<file path="src/rtl/fact_cu_if.sv">
// Control/flag bundle between the factorial control unit and its datapath.
// The slave side is the control unit; the master side is the datapath/requester.
interface fact_cu_if;
   logic go;
   logic gt_in;
   logic gt_fact;
   logic load_cnt;
   logic en;
   logic sel_1;
   logic load_reg;
   logic sel_2;
   logic done;
   logic err;
   logic busy;

   modport master (
      output go, gt_in, gt_fact,
      input  load_cnt, en, sel_1, load_reg, sel_2, done, err, busy
   );

   modport slave (
      input  go, gt_in, gt_fact,
      output load_cnt, en, sel_1, load_reg, sel_2, done, err, busy
   );
endinterface

</file>
<file path="src/rtl/fact_cu.sv">
// Moore control unit sequencing an iterative n! datapath (down-counter times product).
// All outputs decode from the state register alone.
module fact_cu (
   input  logic       clk,
   input  logic       rst,
   fact_cu_if.slave   bus
);

   typedef enum logic [2:0] {
      IDLE,
      INIT,
      CHECK,
      MULT,
      DONE,
      ERR
   } state_t;

   state_t r_state;
   state_t w_next;

   logic w_load_cnt;
   logic w_en;
   logic w_sel_1;
   logic w_load_reg;
   logic w_sel_2;
   logic w_done;
   logic w_err;
   logic w_busy;

   always_ff @(posedge clk) begin
      if (rst) r_state <= IDLE;
      else     r_state <= w_next;
   end

   // go is only looked at in IDLE, DONE and ERR, so it is ignored while busy
   always_comb begin
      w_next = r_state;
      case (r_state)
         IDLE:    if (bus.go) w_next = bus.gt_in ? ERR : INIT;
         INIT:    w_next = CHECK;
         CHECK:   w_next = bus.gt_fact ? MULT : DONE;
         MULT:    w_next = CHECK;
         DONE:    if (!bus.go) w_next = IDLE;
         ERR:     if (!bus.go) w_next = IDLE;
         default: w_next = IDLE;
      endcase
   end

   always_comb begin
      w_load_cnt = 1'b0;
      w_en       = 1'b0;
      w_sel_1    = 1'b0;
      w_load_reg = 1'b0;
      w_sel_2    = 1'b0;
      w_done     = 1'b0;
      w_err      = 1'b0;
      w_busy     = 1'b0;
      case (r_state)
         INIT: begin
            w_load_cnt = 1'b1;
            w_sel_1    = 1'b1;
            w_load_reg = 1'b1;
            w_busy     = 1'b1;
         end
         CHECK: w_busy = 1'b1;
         MULT: begin
            w_en       = 1'b1;
            w_load_reg = 1'b1;
            w_busy     = 1'b1;
         end
         DONE: w_done = 1'b1;
         ERR: begin
            w_err   = 1'b1;
            w_sel_2 = 1'b1;
         end
         default: ;
      endcase
   end

   assign bus.load_cnt = w_load_cnt;
   assign bus.en       = w_en;
   assign bus.sel_1    = w_sel_1;
   assign bus.load_reg = w_load_reg;
   assign bus.sel_2    = w_sel_2;
   assign bus.done     = w_done;
   assign bus.err      = w_err;
   assign bus.busy     = w_busy;

endmodule

</file>
<file path="src/flat_wrapper.sv">
// flat-port wrapper written by rule: the top's interface ports become plain ports
module fact_cu_flat 
  (clk, rst, bus_go, bus_gt_in, bus_gt_fact, bus_load_cnt, bus_en, bus_sel_1, bus_load_reg, bus_sel_2, bus_done, bus_err, bus_busy);
  fact_cu_if bus_i ();
  input  logic clk;
  input  logic rst;
  input wire logic [$bits(bus_i.go)-1:0] bus_go;
  input wire logic [$bits(bus_i.gt_in)-1:0] bus_gt_in;
  input wire logic [$bits(bus_i.gt_fact)-1:0] bus_gt_fact;
  output wire logic [$bits(bus_i.load_cnt)-1:0] bus_load_cnt;
  output wire logic [$bits(bus_i.en)-1:0] bus_en;
  output wire logic [$bits(bus_i.sel_1)-1:0] bus_sel_1;
  output wire logic [$bits(bus_i.load_reg)-1:0] bus_load_reg;
  output wire logic [$bits(bus_i.sel_2)-1:0] bus_sel_2;
  output wire logic [$bits(bus_i.done)-1:0] bus_done;
  output wire logic [$bits(bus_i.err)-1:0] bus_err;
  output wire logic [$bits(bus_i.busy)-1:0] bus_busy;
  assign bus_i.go = bus_go;
  assign bus_i.gt_in = bus_gt_in;
  assign bus_i.gt_fact = bus_gt_fact;
  assign bus_load_cnt = bus_i.load_cnt;
  assign bus_en = bus_i.en;
  assign bus_sel_1 = bus_i.sel_1;
  assign bus_load_reg = bus_i.load_reg;
  assign bus_sel_2 = bus_i.sel_2;
  assign bus_done = bus_i.done;
  assign bus_err = bus_i.err;
  assign bus_busy = bus_i.busy;
  fact_cu u_core (.clk(clk), .rst(rst), .bus(bus_i));
endmodule
</file>
<file path="config.mk">
export PLATFORM = sky130hd
export DESIGN_NAME = fact_cu_flat
export DESIGN_NICKNAME = d
export VERILOG_FILES = /design/src/rtl/fact_cu_if.sv /design/src/rtl/fact_cu.sv /design/src/flat_wrapper.sv
export SDC_FILE = /design/constraint.sdc
export NUM_CORES = 1
export LEC_CHECK = 0
export ABC_AREA = 1
export BUFFER_PORTS_ARGS = -buffer_cell sky130_fd_sc_hd__buf_2
export CORE_AREA = 2 2 39 41
export CTS_CLUSTER_DIAMETER = 100
export DETAILED_ROUTE_END_ITERATION = 6
export DIE_AREA = 0 0 41 43
export SLEW_MARGIN = 20
export SYNTH_ARGS = -nofsm -noshare
export SYNTH_HDL_FRONTEND = slang
export SYNTH_SLANG_ARGS = --single-unit
</file>
<file path="constraint.sdc">
create_clock -name clk -period 1.1 [get_ports clk]
set_input_delay 0.22 -clock clk [delete_from_list [all_inputs] [get_ports clk]]
set_output_delay 0.22 -clock clk [all_outputs]
set_load 0.01 [all_outputs]
</file>
Word-level counts from Yosys, hierarchy flattened
Index checks and enable logic that the tools add are counted.
{ "word_totals": {"reg_bits": 3, "latchBits": 0, "ramBits": 0, "mem_bits_ro": 0, "out_inout_bits": 8, "memories": 0} }
{ "classes": {"addsub": 0, "mul": 0, "n_div": 0, "order_cmp": 0, "eq_ne": 7, "shifts": 0, "muxes": 11, "bitwise_logic": 0, "n_reduce_logical": 5} }
{ "ops": {"columns": ["operator", "n"], "rows": [
  ["$mux W3", 4],
  ["$pmux W3 S4", 1],
  ["$eq A3 B2 Y1 const B", 2],
  ["$eq A3 B3 Y1 const B", 2],
  ["$mux W1", 6],
  ["$ne A2 B2 Y1 const B", 2],
  ["$reduce_or A2 Y1", 2],
  ["$eq A3 B1 Y1 const B", 1],
  ["$logic_not A3 Y1", 1],
  ["$reduce_or A3 Y1", 1],
  ["$reduce_and A2 Y1", 1]
]} }

Depth between registers and ports, before layout
Gate-level depths: netlist of run 1.
{ "logic_depth": {"depth_word": 4, "depth_mapped": 6} }

Worst setup path before layout of run 1
Ideal clock, no wire load.
{ "synth_timing": {"path_type": "flip-flop to output port", "startpoint": "register u_core.r_state[0]", "endpoint": "output bus_sel_1", "arrival_time_ns": 1.084, "required_ns": 0.880, "slack_ns": -0.204, "path_stages_with_launch": 6, "path_cell_list": "dfxtp_1 -> inv_1 -> nor2_1 -> inv_1 -> nor2_1 -> buf_4"} }
{ "synth_via": {"elab_chain_len": 2} }
{ "synth_lines": {"columns": ["item", "line_no", "source"], "rows": [
  ["from (decl)", "fact_cu.sv:18", "state_t r_state;"],
  ["from (signal assigned)", "fact_cu.sv:32", "else r_state <= w_next;"],
  ["$eq A3 B1 Y1", null, null],
  ["$mux W1", null, null],
  ["to (decl)", "flat_wrapper.sv:12", "output wire logic [$bits(bus_i.sel_1)-1:0] bus_sel_1;"]
]} }
Every way passes these cells.

Worst setup path after layout of run 1
{ "layout_timing": {"startpoint": "register u_core.r_state[0]", "endpoint": "output bus_err"} }
{ "layout_via": {"elab_chain_len": 2} }
{ "layout_lines": {"columns": ["item", "line_no", "source"], "rows": [
  ["$eq A3 B3 Y1", "fact_cu.sv:58", "case (r_state)"],
  ["$mux W1", "fact_cu.sv:58", null],
  ["to (decl)", "flat_wrapper.sv:16", "output wire logic [$bits(bus_i.err)-1:0] bus_err;"]
]} }
Every way passes these cells.

==> results.ini, run 1 <==
[outcome]
status=finished, violations left
violations=setup timing

[floorplanning]
start_util=0.162
fp.dieH_microns=43
rows=14
core_sq_um=1380
die_width_microns=41
io_pins=13
dieArea_sq_um=1760

[clock_tree]
holdBufCountCts=0
clock-root-buffer=clkbuf_4
clock_sinks=3
cts.htree.levels=1
clk_path_buf_depth=2
cts_tree=done
insertion_delay_ns=0.23
clk_pin_slew_ns=0.03
cts-buffers-inserted=3

[placement]
dp_hpwl_microns=436
place.gp.congestion=0.689
pre_cts_ws_ns=0.0257
place_area_sq_um=312
io_buffer_count=12

[worst_setup_path]
rrSetupSlack_ns=0.08
timing.rr.end=u_core.r_state[0]
arrival_ns=1.01
slowest_delay_ns=0.37
path_max_fanout=4
critical_path_class=flip-flop to primary output
cp_data_required_time_ns=0.88
critPathCaptureType=primary output
worst_path_max_delay_cell=dfxtp_4
worst-r2r-cell-count=6
cp_cell_sequence=inv_6, buf_12, nor2_4, buf_6
critical_path.startpoint=u_core.r_state[0]
cp-start-kind=flip-flop
cp-endpoint=bus_err
r2r-start=u_core.r_state[2]

[timing]
finalSetupViolCount=8
final_max_slew_viol_count=0
clock_skew_ns=0.00219
worst_slew_margin_rel=0.873
fin_hold_ws_ns=0.182
period_share=1.12
finalSetupTns_ns=-0.749
fmax_mhz=814
fin_crit_ns=1.23
max_slew.worst_pin.slew_ns=0.191
layout_setup_ws_ns=-0.129
grt_setup_unrepaired=true
finalHoldViolations=0

[global_routing]
grt_max_degree=6
grt-ovfl-total=0
grt_util_met2=0.113
grt_first_pass_wirelength_microns=931
track_usage=0.0792
grt-busiest-layer=met2
grt_pass1_vias=253
grt.met3_usage=0.0471
grt_antenna_before_repair=0
met1_usage=0.0990

[drt]
drt-vias-per-instance=3.88
routed_wl_microns=605
vias=283
wl_per_cell_microns=8.29
drc=0
firstDrtPassIters=4
first_iter_violations=2
postRouteAntennaNets=0

[layout]
nets=63
fin_area_sq_um=449
drive_above_1_share=0.684
reg_top3=u_core.r_state x3
top_register=u_core.r_state
n_fill_cell=152
mostFrequentLayoutCells=nand2_1 (7), buf_2 (7), buf_6 (6)
largest_reg_flops=3
diodes=0
layout-area-overhead-vs-synth_pct=101
post-route-util=0.325

[power_and_ir_drop]
p_leak_nw=0.220
irDropWorstVdd_mv=0.926
cellPowerDensity_nw_per_um2=1520

[yosys]
synth_area_leader_cell=dfxtp_1
synthCells=36
synth_top_area_frac=0.268
yosys-top-cells-area=dfxtp_1 (27%), nand2_1 (12%), nor2_1 (10%), nand3_1 (8.9%), nand2_2 (8.4%)
yosysUniqueCellTypes=12
synth_warnings=0
synth-seq-cells=3
seq_area_frac_synth=0.268
synth_nets=41
synth_area_sq_um=224
syn_avg_cell_area_sq_um=6.22

[flow_run]
maxCapViolCount=0

[hold_path]
hold_class=input pin to flip-flop

==> power by group <==
group	leakage, nW	switching (mW)	internal, mW
Clock	0.0150	0.0557	0.136
Combinational	0.179	0.157	0.175
Sequential	0.0264	0.0295	0.131
==> cell families after synthesis <==
group	Yosys count	synth area share
buffers and inverters	8	0.168
and+or+nand+nor	22	0.464
AOI/OAI and AO/OA	3	0.101
DFF	3	0.268
==> per-stage QoR <==
step                total power, mW  cells
global placement              0.372     63
global route                  0.743     73
CTS                           0.679     72
floorplan                     0.310     36
finish                        0.684     73
detailed placement            0.374     63
==> cell type report <==
cell class	instances	area, sq um	area share
Clock buffer	4	26.3	0.0585
Inverter	6	27.5	0.0613
Multi-Input combinational cell	25	146	0.326
Tap cell	16	20.0	0.0446
Timing Repair Buffer	19	160	0.357
Sequential cell	3	68.8	0.153
==> how the worst min path moves through the flow <==
stage | slack (ns) | depth (start not counted) | endpoint | startpoint
finish | 0.18 | 2 | u_core.r_state[2] | rst
CTS | 0.18 | 2 | u_core.r_state[2] | rst
global placement | 0.43 | 2 | u_core.r_state[2] | rst
global route | 0.18 | 2 | u_core.r_state[2] | rst
floorplan | 0.28 | 1 | u_core.r_state[0] | rst
detailed placement | 0.43 | 2 | u_core.r_state[2] | rst
==> Yosys cell counts, drive strengths merged <==
| cell | count |
|---|---|
| nand2 | 10 |
| nor2 | 7 |
| inv | 6 |
| nand3 | 4 |
| a21oi | 3 |
| dfxtp | 3 |
| buf | 2 |
| nor3 | 1 |
==> repair_timing <==
item                                    CTS  global route
gates resized for setup                  10             6
gates cloned                              0             0
pin swaps                                 3             2
buffers inserted                          5             1
endpoints found under the setup margin    8             8
==> critical path, delay by kind of cell (launching register included) <==
kind	cells	cell delay, ns
flip-flops	1	0.37
buffers and inverters	3	0.29
AND/OR/NAND/NOR	1	0.13
==> per-layer routing <==
metal  share of wire  vias up
li1                -      152
met1            0.47      119
met2            0.44       12
met3           0.088        0
met4               0        0
met5               0        -
Note: power is estimated with default switching activity, not from simulation.
==> inputs of run 2 (changes only) <==
- CELL_PAD_IN_SITES_DETAIL_PLACEMENT: unset -> 0
- CELL_PAD_IN_SITES_GLOBAL_PLACEMENT: unset -> 2
- CORE_AREA: 2 2 39 41 -> unset
- CORE_UTILIZATION: unset -> 17
- DIE_AREA: 0 0 41 43 -> unset
- PLACE_DENSITY_LB_ADDON: unset -> 0.1
==> results.ini, run 2 (same netlist as run 1, synthesis figures left out) <==
[outcome]
status=finished, violations left
violations=setup timing

[clock_tree]
cts.htree.levels=1
insertion_delay_ns=0.23
clock-root-buffer=clkbuf_4
clock_sinks=3
cts-buffers-inserted=3
clk_pin_slew_ns=0.04
clk_path_buf_depth=2
cts_tree=done
holdBufCountCts=0

[power_and_ir_drop]
p_leak_nw=0.219
cellPowerDensity_nw_per_um2=1510
irDropWorstVdd_mv=0.619

[layout]
fin_area_sq_um=437
seq_area_sq_um=71.3
diodes=0
nets=64
top_register=u_core.r_state
post-route-util=0.373
multi_input_area_sq_um=146
n_fill_cell=138
reg_top3=u_core.r_state x3
largest_reg_flops=3
drive_above_1_share=0.655
mostFrequentLayoutCells=buf_2 (8), buf_4 (8), nand2_1 (7)
layout-area-overhead-vs-synth_pct=95.0

[global_routing]
grt_first_pass_wirelength_microns=1010
track_usage=0.108
grt-ovfl-total=0
grt_pass1_vias=253
grt_max_degree=7
grt_antenna_before_repair=0

[drt]
drt-vias-per-instance=4.04
postRouteAntennaNets=0
drc=0
routed_wl_microns=611
firstDrtPassIters=4
wl_per_cell_microns=8.49
vias=291
first_iter_violations=7

[worst_setup_path]
critPathCaptureType=primary output
path_max_fanout=3
cp-start-kind=flip-flop
worst-r2r-cell-count=7
cp_data_required_time_ns=0.88
rrSetupSlack_ns=0.05
critical_path_class=flip-flop to primary output
arrival_ns=0.99

[placement]
place.gp.congestion=0.675
dp_hpwl_microns=466
io_buffer_count=12
place_area_sq_um=309

[timing]
worst_slew_margin_rel=0.848
fin_hold_ws_ns=0.172
fin_crit_ns=1.21
layout_setup_ws_ns=-0.112
grt_setup_unrepaired=true
finalHoldViolations=0
max_slew.worst_pin.slew_ns=0.227
period_share=1.10
final_max_slew_viol_count=0
clock_skew_ns=0.00320
finalSetupViolCount=7
fmax_mhz=825

[floorplanning]
fp.dieH_microns=38.3
die_width_microns=38.3
core_sq_um=1170
io_pins=13
rows=12
start_util=0.191
dieArea_sq_um=1470

[flow_run]
maxCapViolCount=0

[hold_path]
hold_class=input pin to flip-flop
min_delay_path_depth=2

-- run 2: changes by cell type in the layout (fill, tap and decap cells not counted), sizes merged --
cell  change
buf       +1
-- run 2: path summary, 6_finish.rpt --
path,from,end
hold reg to reg,u_core.r_state[2],u_core.r_state[2]
hold / removal,rst,u_core.r_state[0]
setup / recovery,u_core.r_state[0],bus_busy
setup reg to reg,u_core.r_state[1],u_core.r_state[0]
-- run 2: repair_timing --
action,CTS,global route
pin swaps,4,1
setup endpoints to repair,8,9
setup buffers,6,1
resized for setup,12,3
-- run 2: cell type report --
class | instances | area share
Inverter | 6 | 0.0688
Tap cell | 14 | 0.0401
Sequential cell | 3 | 0.163
Multi-Input combinational cell | 25 | 0.335
Clock buffer | 4 | 0.0602
Timing Repair Buffer | 20 | 0.332
-- run 2: stage by stage --
stage	std cells	TNS, ns	worst slack [ns]	total power [mW]
finish	72	-0.595	-0.112	0.658
floorplan	36	0	0.00642	0.310
CTS	71	-0.652	-0.142	0.654
global route	72	-1.14	-0.172	0.717
global placement	61	-0.00452	-0.00452	0.379
detailed placement	61	0	0.0173	0.377
-- run 2: routing by layer --
| metal | track usage | up-vias | routed length (microns) |
|---|---|---|---|
| met3 | 0.0698 | 2 | 45 |
| met4 | 0.0536 | 0 | 9 |
| li1 | - | 154 | - |
| met1 | 0.117 | 124 | 264 |
| met2 | 0.161 | 11 | 292 |
| met5 | 0 | - | 0 |
-- run 2: critical path, cell delays in order (launching register included) --
cell,delay [ns]
dfxtp_4,0.35
nor2_1,0.21
nor2_1,0.06
buf_2,0.14
-- run 2: power by group --
group / total (mW) / internal, mW / leakage (nW) / switching, mW
logic: 0.305 / 0.152 / 0.177 / 0.153
clock network: 0.193 / 0.136 / 0.0150 / 0.0571
registers: 0.160 / 0.131 / 0.0267 / 0.0285
